## config.mk

```make
export PLATFORM = sky130hd
export DESIGN_NAME = dut_8b10b
export DESIGN_NICKNAME = d
export VERILOG_FILES = /design/src/rtl/dut_8b10b.sv
export SDC_FILE = /design/constraint.sdc
export NUM_CORES = 1
export LEC_CHECK = 0
export BUFFER_PORTS_ARGS = -buffer_cell sky130_fd_sc_hd__buf_2
export CORE_MARGIN = 1.5
export CORE_UTILIZATION = 34
export DETAILED_ROUTE_END_ITERATION = 10
export GPL_ROUTABILITY_DRIVEN = 0
export GPL_TIMING_DRIVEN = 0
export RECOVER_POWER = 25
export SETUP_SLACK_MARGIN = 0.02
export SYNTH_ARGS = -nofsm -noshare
export SYNTH_HDL_FRONTEND = slang
export SYNTH_SLANG_ARGS = --single-unit
export TNS_END_PERCENT = 5
```

## constraint.sdc

```tcl
create_clock -name clk -period 13.5 [get_ports clk]
set_input_delay 2.7 -clock clk [delete_from_list [all_inputs] [get_ports clk]]
set_output_delay 2.7 -clock clk [all_outputs]
set_load 0.005 [all_outputs]
```

## src/rtl/dut_8b10b.sv

```systemverilog
// rtl/dut_8b10b.sv - 8b/10b encoder with input FIFO and CRC32 packet trailer (enabled by CRC_APPEND_EN)
module dut_8b10b #(
`ifdef CRC_APPEND_EN
  parameter logic [31:0] CRC_INIT   = 32'hFFFF_FFFF,
`endif
  parameter int          FIFO_DEPTH = 8
) (
  input  logic       clk,
  input  logic       reset,
  input  logic       pushin,
  input  logic       startin,
  input  logic [8:0] datain,
  output logic       pushout,
  output logic       startout,
  output logic [9:0] dataout
);
  localparam int          AW       = $clog2(FIFO_DEPTH);
  localparam logic [AW:0] FULL_CNT = FIFO_DEPTH[AW:0];
  localparam logic [8:0]  SYM_SOP  = 9'h13C;
  localparam logic [8:0]  SYM_EOP  = 9'h1BC;

  function automatic logic [5:0] lut6(input logic [4:0] x);
    case (x)
      5'd0:  return 6'b100111;  5'd1:  return 6'b011101;
      5'd2:  return 6'b101101;  5'd3:  return 6'b110001;
      5'd4:  return 6'b110101;  5'd5:  return 6'b101001;
      5'd6:  return 6'b011001;  5'd7:  return 6'b111000;
      5'd8:  return 6'b111001;  5'd9:  return 6'b100101;
      5'd10: return 6'b010101;  5'd11: return 6'b110100;
      5'd12: return 6'b001101;  5'd13: return 6'b101100;
      5'd14: return 6'b011100;  5'd15: return 6'b010111;
      5'd16: return 6'b011011;  5'd17: return 6'b100011;
      5'd18: return 6'b010011;  5'd19: return 6'b110010;
      5'd20: return 6'b001011;  5'd21: return 6'b101010;
      5'd22: return 6'b011010;  5'd23: return 6'b111010;
      5'd24: return 6'b110011;  5'd25: return 6'b100110;
      5'd26: return 6'b010110;  5'd27: return 6'b110110;
      5'd28: return 6'b001110;  5'd29: return 6'b101110;
      5'd30: return 6'b011110;  5'd31: return 6'b101011;
    endcase
  endfunction

  function automatic logic [3:0] lut4d(input logic [2:0] y);
    case (y)
      3'd0: return 4'b1011;  3'd1: return 4'b1001;
      3'd2: return 4'b0101;  3'd3: return 4'b1100;
      3'd4: return 4'b1101;  3'd5: return 4'b1010;
      3'd6: return 4'b0110;  3'd7: return 4'b1110;
    endcase
  endfunction

  function automatic logic [3:0] lut4k(input logic [2:0] y);
    case (y)
      3'd0: return 4'b1011;  3'd1: return 4'b0110;
      3'd2: return 4'b1010;  3'd3: return 4'b1100;
      3'd4: return 4'b1101;  3'd5: return 4'b0101;
      3'd6: return 4'b1001;  3'd7: return 4'b0111;
    endcase
  endfunction

  function automatic logic legal_k(input logic [7:0] b);
    return (b[4:0] == 5'd28) || (b == 8'hF7) || (b == 8'hFB) || (b == 8'hFD) || (b == 8'hFE);
  endfunction

  // Input FIFO, entries are {is_start, K, byte}
  logic [9:0]    fifo_mem_q [FIFO_DEPTH];
  logic [AW-1:0] wr_ptr_q, rd_ptr_q;
  logic [AW:0]   count_q;
  logic          pop, push_ok;
  logic [9:0]    head;

  assign head    = fifo_mem_q[rd_ptr_q];
  assign push_ok = pushin && ((count_q != FULL_CNT) || pop);

  // FIFO storage needs no reset; only the pointers define occupancy
  always_ff @(posedge clk) begin
    if (push_ok) fifo_mem_q[wr_ptr_q] <= {startin && (datain == SYM_SOP), datain};
  end

  // FIFO pointers and occupancy; pushes into a full FIFO are dropped
  always_ff @(posedge clk) begin
    if (!reset) begin
      wr_ptr_q <= '0;
      rd_ptr_q <= '0;
      count_q  <= '0;
    end else begin
      if (push_ok) wr_ptr_q <= wr_ptr_q + AW'(1);
      if (pop)     rd_ptr_q <= rd_ptr_q + AW'(1);
      count_q <= count_q + (AW+1)'(push_ok) - (AW+1)'(pop);
    end
  end

  // Staged symbol handed to the encoder one cycle after it leaves the FIFO
  logic       sym_v_q, sym_start_q;
  logic [8:0] sym_q;

`ifdef CRC_APPEND_EN
  typedef enum logic [1:0] {ST_IDLE, ST_DATA, ST_CRC, ST_END} state_t;
  state_t      state_q;
  logic [1:0]  crc_cnt_q;
  logic [31:0] crc_q, crc_fin;

  function automatic logic [31:0] crc_byte(input logic [31:0] c, input logic [7:0] b);
    logic [31:0] r;
    r = c ^ {24'h0, b};
    for (int i = 0; i < 8; i++) r = r[0] ? ((r >> 1) ^ 32'hEDB8_8320) : (r >> 1);
    return r;
  endfunction

  assign crc_fin = ~crc_q;
  assign pop     = (count_q != '0) && ((state_q == ST_IDLE) || (state_q == ST_DATA));

  // Framing FSM: forwards symbols, accumulates CRC and inserts the trailer before the end symbol
  always_ff @(posedge clk) begin
    if (!reset) begin
      state_q     <= ST_IDLE;
      crc_cnt_q   <= '0;
      crc_q       <= CRC_INIT;
      sym_v_q     <= 1'b0;
      sym_start_q <= 1'b0;
      sym_q       <= '0;
    end else begin
      sym_v_q     <= 1'b0;
      sym_start_q <= 1'b0;
      sym_q       <= '0;
      case (state_q)
        ST_IDLE, ST_DATA: begin
          if (pop) begin
            sym_v_q <= 1'b1;
            sym_q   <= head[8:0];
            if (head[9]) begin
              sym_start_q <= 1'b1;
              crc_q       <= CRC_INIT;
              state_q     <= ST_DATA;
            end else if ((state_q == ST_DATA) && (head[8:0] == SYM_EOP)) begin
              sym_q     <= {1'b0, crc_fin[7:0]};
              crc_cnt_q <= 2'd1;
              state_q   <= ST_CRC;
            end else if ((state_q == ST_DATA) && !head[8]) begin
              crc_q <= crc_byte(crc_q, head[7:0]);
            end
          end
        end
        ST_CRC: begin
          sym_v_q   <= 1'b1;
          sym_q     <= {1'b0, crc_fin[{crc_cnt_q, 3'b000} +: 8]};
          crc_cnt_q <= crc_cnt_q + 2'd1;
          if (crc_cnt_q == 2'd3) state_q <= ST_END;
        end
        ST_END: begin
          sym_v_q <= 1'b1;
          sym_q   <= SYM_EOP;
          state_q <= ST_IDLE;
        end
      endcase
    end
  end
`else
  assign pop = (count_q != '0);

  // Forward every FIFO symbol straight to the encoder
  always_ff @(posedge clk) begin
    if (!reset) begin
      sym_v_q     <= 1'b0;
      sym_start_q <= 1'b0;
      sym_q       <= '0;
    end else begin
      sym_v_q     <= pop;
      sym_start_q <= pop && head[9];
      sym_q       <= pop ? head[8:0] : 9'h000;
    end
  end
`endif

  logic [8:0] enc_sym;
  logic [5:0] c6_m, c6;
  logic [3:0] c4_m, c4;
  logic       alt6, alt4, use_a7, rd_q, rd_mid, rd_nxt;
  logic [9:0] enc_code;

  // Encode the staged symbol against the current running disparity
  always_comb begin
    enc_sym = sym_q;
    if (sym_q[8] && !legal_k(sym_q[7:0])) enc_sym = SYM_EOP;
    c6_m = (enc_sym[8] && (enc_sym[4:0] == 5'd28)) ? 6'b001111 : lut6(enc_sym[4:0]);
    alt6 = ($countones(c6_m) != 3) || (enc_sym[4:0] == 5'd7);
    c6   = (rd_q && alt6) ? ~c6_m : c6_m;
    rd_mid = ($countones(c6) == 3) ? rd_q : ~rd_q;
    use_a7 = !enc_sym[8] && (enc_sym[7:5] == 3'd7) &&
             (rd_mid ? ((enc_sym[4:0] == 5'd11) || (enc_sym[4:0] == 5'd13) || (enc_sym[4:0] == 5'd14))
                     : ((enc_sym[4:0] == 5'd17) || (enc_sym[4:0] == 5'd18) || (enc_sym[4:0] == 5'd20)));
    c4_m = lut4d(enc_sym[7:5]);
    alt4 = ($countones(c4_m) != 2) || (enc_sym[7:5] == 3'd3);
    if (enc_sym[8]) begin
      c4_m = lut4k(enc_sym[7:5]);
      alt4 = 1'b1;
    end else if (use_a7) begin
      c4_m = 4'b0111;
      alt4 = 1'b1;
    end
    c4       = (rd_mid && alt4) ? ~c4_m : c4_m;
    rd_nxt   = ($countones(c4) == 2) ? rd_mid : ~rd_mid;
    enc_code = {c4[0], c4[1], c4[2], c4[3], c6[0], c6[1], c6[2], c6[3], c6[4], c6[5]};
  end

  // Registered output stage; running disparity only moves when a code group is sent
  always_ff @(posedge clk) begin
    if (!reset) begin
      pushout  <= 1'b0;
      startout <= 1'b0;
      dataout  <= '0;
      rd_q     <= 1'b0;
    end else if (sym_v_q) begin
      pushout  <= 1'b1;
      startout <= sym_start_q;
      dataout  <= enc_code;
      rd_q     <= rd_nxt;
    end else begin
      pushout  <= 1'b0;
      startout <= 1'b0;
      dataout  <= '0;
    end
  end
endmodule

```

## Word level (Yosys, flattened, before mapping)

Memory sizes are Yosys's and may differ from the RTL's. A register that Yosys moved wholly into a read port is not among the register bits.
Cells that the tools add are included.

| storage, ports and cells | value |
|---|---|
| register bits after elaboration | 34 |
| memory bits (writable) | 80 |
| bits in read-only memories | 256 |
| input bits | 13 |
| word-level logic and storage cells | 100 |
| memories kept | 4 |

| cells by class | value |
|---|---|
| $add $sub $neg | 20 |
| equality and inequality tests | 21 |
| mux-type cells | 16 |
| bitwise gates (word level) | 4 |
| reductions and logical operators | 25 |

Memory list:

| memory | depth | width | read ports | clocked after memory_dff | wr ports | RTL line | text |
|---|---|---|---|---|---|---|---|
| (name not given) | 32 | 6 | 1 | 0 | 0 | 23 | `case (x)` |
| fifo_mem_q | 8 | 10 | 1 | 1 | 1 | 66 | `logic [9:0] fifo_mem_q [FIFO_DEPTH];` |
| (name not given) | 8 | 4 | 1 | 0 | 0 | 44 | `case (y)` |
| (name not given) | 8 | 4 | 1 | 0 | 0 | 53 | `case (y)` |

Operator list:

| cell | number |
|---|---|
| 8-bit == test, second input constant | 4 |
| 5-bit == test, second input constant | 5 |
| 1-bit by 1-bit adder with 2-bit output | 10 |
| 5-bit by 4-bit == test with 1-bit output, second input constant | 3 |
| 2-bit by 2-bit adder with 3-bit output | 4 |
| 4-bit two-way mux | 3 |
| 6-bit two-way mux | 2 |
| 1-bit logical OR | 11 |
| 9-bit == test, second input constant | 1 |
| 1-bit logical AND | 9 |
| 9-bit two-way mux | 1 |
| 3-bit by 2-bit adder with 4-bit output | 2 |
| 1-bit two-way mux | 8 |
| 3-bit by 1-bit adder with 3-bit output, second input constant | 2 |
| 3-bit by 2-bit == test with 1-bit output, second input constant | 2 |
| 3-bit two-way mux | 2 |
| 6-bit inverter | 1 |
| 5-bit by 3-bit == test with 1-bit output, second input constant | 1 |
| 4-bit by 1-bit adder with 4-bit output | 1 |
| 4-bit by 2-bit == test with 1-bit output, second input constant | 1 |
| 4-bit by 2-bit inequality test with 1-bit output, second input constant | 1 |
| 4-bit inequality test, second input constant | 1 |
| 4-bit inverter | 1 |
| 2-bit AND reduction | 2 |
| other kinds (6) | 8 |

## Depth between registers and ports, before layout

| depth | value |
|---|---|
| depth in word-level cells | 33 |
| depth in mapped cells | 40 |
| gate-level depth less buffers | 39 |

## Worst setup path before layout

Ideal clock, no wire load.

| path | value |
|---|---|
| kind | flip-flop to flip-flop |
| start point | register sym_q[2] |
| end point | register rd_q |
| arrival | 8.491 ns |
| data required time | 13.385 ns |
| path slack | 4.894 ns |
| stages on the path, launching flop included | 36 |
| path buffers | 1 |
| clock period less this slack | 8.606 ns |
| cell sequence | dfxtp_1 -> buf_4 -> xor2_2 -> mux2i_2 -> o21ai_2 -> and2_2 -> ha_1 -> mux2_2 -> a2111oi_2 -> a31oi_2 -> fa_1 -> inv_1 -> fa_1 -> inv_1 -> ha_1 -> inv_1 -> fa_1 -> o31ai_4 -> xor2_1 -> ha_1 -> fa_1 -> ha_1 -> inv_1 -> fa_1 -> nand3b_1 -> xor2_1 -> mux2i_1 -> o211ai_1 -> xor2_1 -> fa_1 -> ha_1 -> ha_1 -> and3_1 -> o21ai_0 -> xnor2_1 -> and2_1 |

| between the ends | value |
|---|---|
| cells in the longest elaborated chain, start to end | 33 |

Ends and longest elaborated chain:

| item | RTL line | text |
|---|---|---|
| from (decl) | 95 | `logic [8:0] sym_q;` |
| from (signal assigned) | 170 | `sym_q <= pop ? head[8:0] : 9'h000;` |
| 8-bit == test / 5-bit == test (equally long branches) | 62 | `return (b[4:0] == 5'd28) \|\| (b == 8'hF7) \|\| (b == 8'hFB) \|\| (b == 8'hFD) \|\| (b == 8'hFE);` |
| 1-bit logical OR (4 in series) | 62 |  |
| 1-bit zero test | 184 | `if (sym_q[8] && !legal_k(sym_q[7:0])) enc_sym = SYM_EOP;` |
| 1-bit logical AND | 184 |  |
| 9-bit two-way mux * | 184 |  |
| branches (longest 9 deep; another with memory read 32 x 6 bit) | n/a |  |
| 6-bit two-way mux * | 187 | `c6 = (rd_q && alt6) ? ~c6_m : c6_m;` |
| named net c6[3] | 176 | `logic [5:0] c6_m, c6;` |
| [8 not listed] | n/a |  |
| 1-bit two-way mux / 4-bit two-way mux (equally long branches) | 194 | `if (enc_sym[8]) begin` |
| 1-bit logical AND / 4-bit inverter (equally long branches) | 201 | `c4 = (rd_mid && alt4) ? ~c4_m : c4_m;` |
| 4-bit two-way mux * | 201 |  |
| named net c4[3] | 177 | `logic [3:0] c4_m, c4;` |
| 1-bit by 1-bit adder with 2-bit output (not written as such) * | 202 | `rd_nxt = ($countones(c4) == 2) ? rd_mid : ~rd_mid;` |
| 2-bit by 2-bit adder with 3-bit output (not written as such) * | 202 |  |
| 3-bit by 2-bit == test with 1-bit output * | 202 |  |
| 1-bit two-way mux * | 202 |  |
| to (signal assigned) | 217 | `rd_q <= rd_nxt;` |
| to (decl) | 178 | `logic alt6, alt4, use_a7, rd_q, rd_mid, rd_nxt;` |

Mark *: on every way through the listed nets, which the timed path passes.
A chain may end at the register's enable or synchronous reset.

## Worst setup path in the final report

| path | value |
|---|---|
| start point | register sym_q[3] |
| end point | register rd_q |

Same word-level chain as after synthesis.

==> flow_summary_export.csv <==
group,metric,value,unit
setup_path,crit-reg2reg-capture,"rd_q$_SDFFE_PN0P_",
clocking,cts-resized-gates,0,
clocking,cts_tree,"built",
detailed_routing,vias,3378,
cells_and_area,seqCellArea,0.003143,mm^2
floorplanning,initial_utilization,34.94,%
cells_and_area,areaGrowthSynthToFinish,19.56,%
timing,rsz0062_at_grt,"false",
synth,async_flop_share,0,%
timing,setup_viol,0,
synth,syn_nets,457,
synth,synth_edf_count,80,
synth,ys_warn_count,0,
setup_path,max_stage_delay,580,ps
run,drv_cap,0,
cells_and_area,antenna_cells,0,
detailed_routing,dr.pass1.iters,6,
global_route,grt.total_usage,13.47,%
synth,synth_top_area_share,42.97,%
timing,slew_violations,0,
detailed_routing,wirelength,10840,um
clocking,clock_latency,420,ps
clocking,clk_pin_slew,60,ps
worst_hold_path,min-delay-start,"sym_start_q$_SDFF_PN0_",
clocking,postCtsSetupRepairBufs,0,
global_route,grt_pass1_vias,3391,
timing,tns,0,ps
placed_design,portBuffers,24,
synth,yosys.area.top_type,"edfxtp_1",
global_route,grt_overflow,0,
timing,min_period_over_period,70.17,%
setup_path,rrSetupSlack,4030,ps
detailed_routing,postRouteAntennaNets,0,
synth,syn_avg_cell_area,13.44,um^2
setup_path,critPathMaxFanout,10,
timing,hold_viol,0,
setup_path,crit_start,"sym_q[3]$_SDFF_PN0_",
detailed_routing,wl_per_cell,15.64,um
floorplanning,die_h,131.2,um
floorplanning,io_pins,25,
setup_path,end_kind,"register",
clocking,cts_hold_buf,0,
synth,synth_area,0.005590,mm^2
setup_path,worstRegToRegCells,37,
detailed_routing,routed_via_density,4.874,
setup_path,start_kind,"register",
floorplanning,fp-row-count,46,
synth,synth_area_leaders,"edfxtp_1 (43%), dfxtp_1 (13%), mux4_2 (8.1%), ha_1 (4.5%), fa_1 (2.9%)",
synth,ys_ff_latch,117,
cells_and_area,drive_gt1_share,23.27,%
floorplanning,fp.coreArea,0.01600,mm^2
synth,synth_most_common_cell,"edfxtp_1",
timing,tightest_slew,1135,ps
placed_design,dp_hpwl,7361,um
synth,ys_types,65,
clocking,h-tree-depth,4,
timing,clock.fmax,105.6,MHz
cells_and_area,final_nets,505,
worst_hold_path,min_to,"startout$_SDFF_PN0_",
clocking,cts-buffers-inserted,17,
run_status,run_status,"completed",
clocking,clockRootBuffer,"clkbuf_16",
worst_hold_path,hold_path.class,"reg2reg",
worst_hold_path,min_path_cells,1,
synth,yosys-top-cells-count,"edfxtp_1 (80), dfxtp_1 (37), nand2_1 (26)",
global_route,antenna_found_initial,0,
detailed_routing,drt_iter0_markers,187,
timing,slew_headroom,23.61,%
clocking,cts_sinks,117,
synth,syn_inst,416,
timing,skew,9.837,ps
clocking,cts_max_path_buffers,2,
setup_path,worst_path_max_delay_cell,"fa_1",
setup_path,worst_ep_arrival_time,9780,ps
floorplanning,die_area,0.01722,mm^2
setup_path,cp.required,13810,ps
setup_path,r2r-start,"sym_q[3]$_SDFF_PN0_",
floorplanning,die_x,131.2,um
synth,ys.flop_type,"edfxtp_1",
global_route,grt_max_degree,17,
cells_and_area,fillers,1511,
cells_and_area,multi_input_area,0.002263,mm^2
setup_path,crit_type,"reg2reg",
detailed_routing,drc,0,
global_route,grt_pass1_wl,17520,um
synth,yosysSeqAreaShare,56.22,%
timing,min_period,9473,ps
==> sequential cells by signal, indices dropped and copies added, names as in the netlist, named ones only <==
register     count
rd_q             1
sym_start_q      1
rd_ptr_q         3
sym_q            9
count_q          4
sym_v_q          1
fifo_mem_q      80
dataout         10
wr_ptr_q         3
pushout          1
startout         1
==> cell families after synthesis <==
logic type               synth area share (%)
AND/OR/NAND/NOR                         11.82
flip-flops                              56.22
AO/OA/AOI/OAI                           6.804
buffers and inverters                   3.760
multiplexers                            10.94
adder cells (fa/ha/maj)                 7.341
XOR/XNOR                                3.111
==> layout make-up <==
cell class | count | share of cell area, %
flip-flops and latches | 117 | 47.02
multi-input cells | 252 | 33.86
clock buffers | 17 | 6.365
well taps | 216 | 4.043
clock inverters | 15 | 3.220
repair buffers | 29 | 2.340
plain buffers | 20 | 1.629
inverters | 27 | 1.516
==> worst max-delay path, delay by kind of cell, from the launching register on <==
| kind | cells | cell delay, ps |
|---|---|---|
| fa+ha+maj | 12 | 4260 |
| buf+inv | 6 | 440 |
| simple gates | 5 | 1050 |
| mux | 2 | 460 |
| flops | 1 | 310 |
| xor+xnor | 5 | 1120 |
| compound gates | 7 | 1730 |
==> through the flow <==
step           std cells  setup slack, ps  hold WS, ps  utilization [%]  area [um^2]
4_1_cts              693             4031        481.6            41.83         6693
3_3_place_gp         656             4136        471.9            37.38         5981
2_1_floorplan        416             4894        443.6                -         5590
3_5_place_dp         661             4095        473.3            37.82         6052
6_report             693             4027        479.9            41.77         6684
5_1_grt              693             3563        491.6            41.77         6684
==> worst max path at each step <==
stage,end,cells past startpoint
2_1_floorplan,rd_q$_SDFFE_PN0P_,35
3_3_place_gp,rd_q$_SDFFE_PN0P_,38
3_5_place_dp,rd_q$_SDFFE_PN0P_,37
4_1_cts,rd_q$_SDFFE_PN0P_,37
5_1_grt,rd_q$_SDFFE_PN0P_,39
6_report,rd_q$_SDFFE_PN0P_,37
==> routing by layer <==
| metal | vias to the layer above | wire length [um] | track usage (%) |
|---|---|---|---|
| met2 | 82 | 5511 | 23.22 |
| met3 | 11 | 466 | 4.090 |
| li1 | 1623 | - | - |
| met5 | - | 0 | 0 |
| met4 | 0 | 95 | 4.744 |
| met1 | 1662 | 4763 | 15.89 |
==> layout by cell type, fill, tap and decap left out, types with 3 or more instances in the layout <==
cell / n
xnor2_1: 9
buf_6: 4
nand3_1: 8
a21o_1: 3
mux2i_1: 11
bufinv_16: 4
inv_6: 6
fa_1: 8
buf_4: 6
o31ai_1: 3
o21a_1: 3
buf_2: 23
ha_1: 20
and2_1: 20
o21ai_0: 9
o211ai_1: 3
a21oi_1: 7
nand2_1: 26
nor2_1: 24
edfxtp_1: 80
inv_1: 24
clkbuf_1: 15
and3_1: 4
clkinvlp_4: 3
nor3_1: 6
clkbuf_16: 17
dfxtp_1: 37
nor3_2: 4
xor2_1: 9
nand2b_1: 8
mux4_2: 20
nor4_1: 4
Power is not shown: default switching activity piles up to over one toggle a cycle in this logic, so the estimate is an artifact.
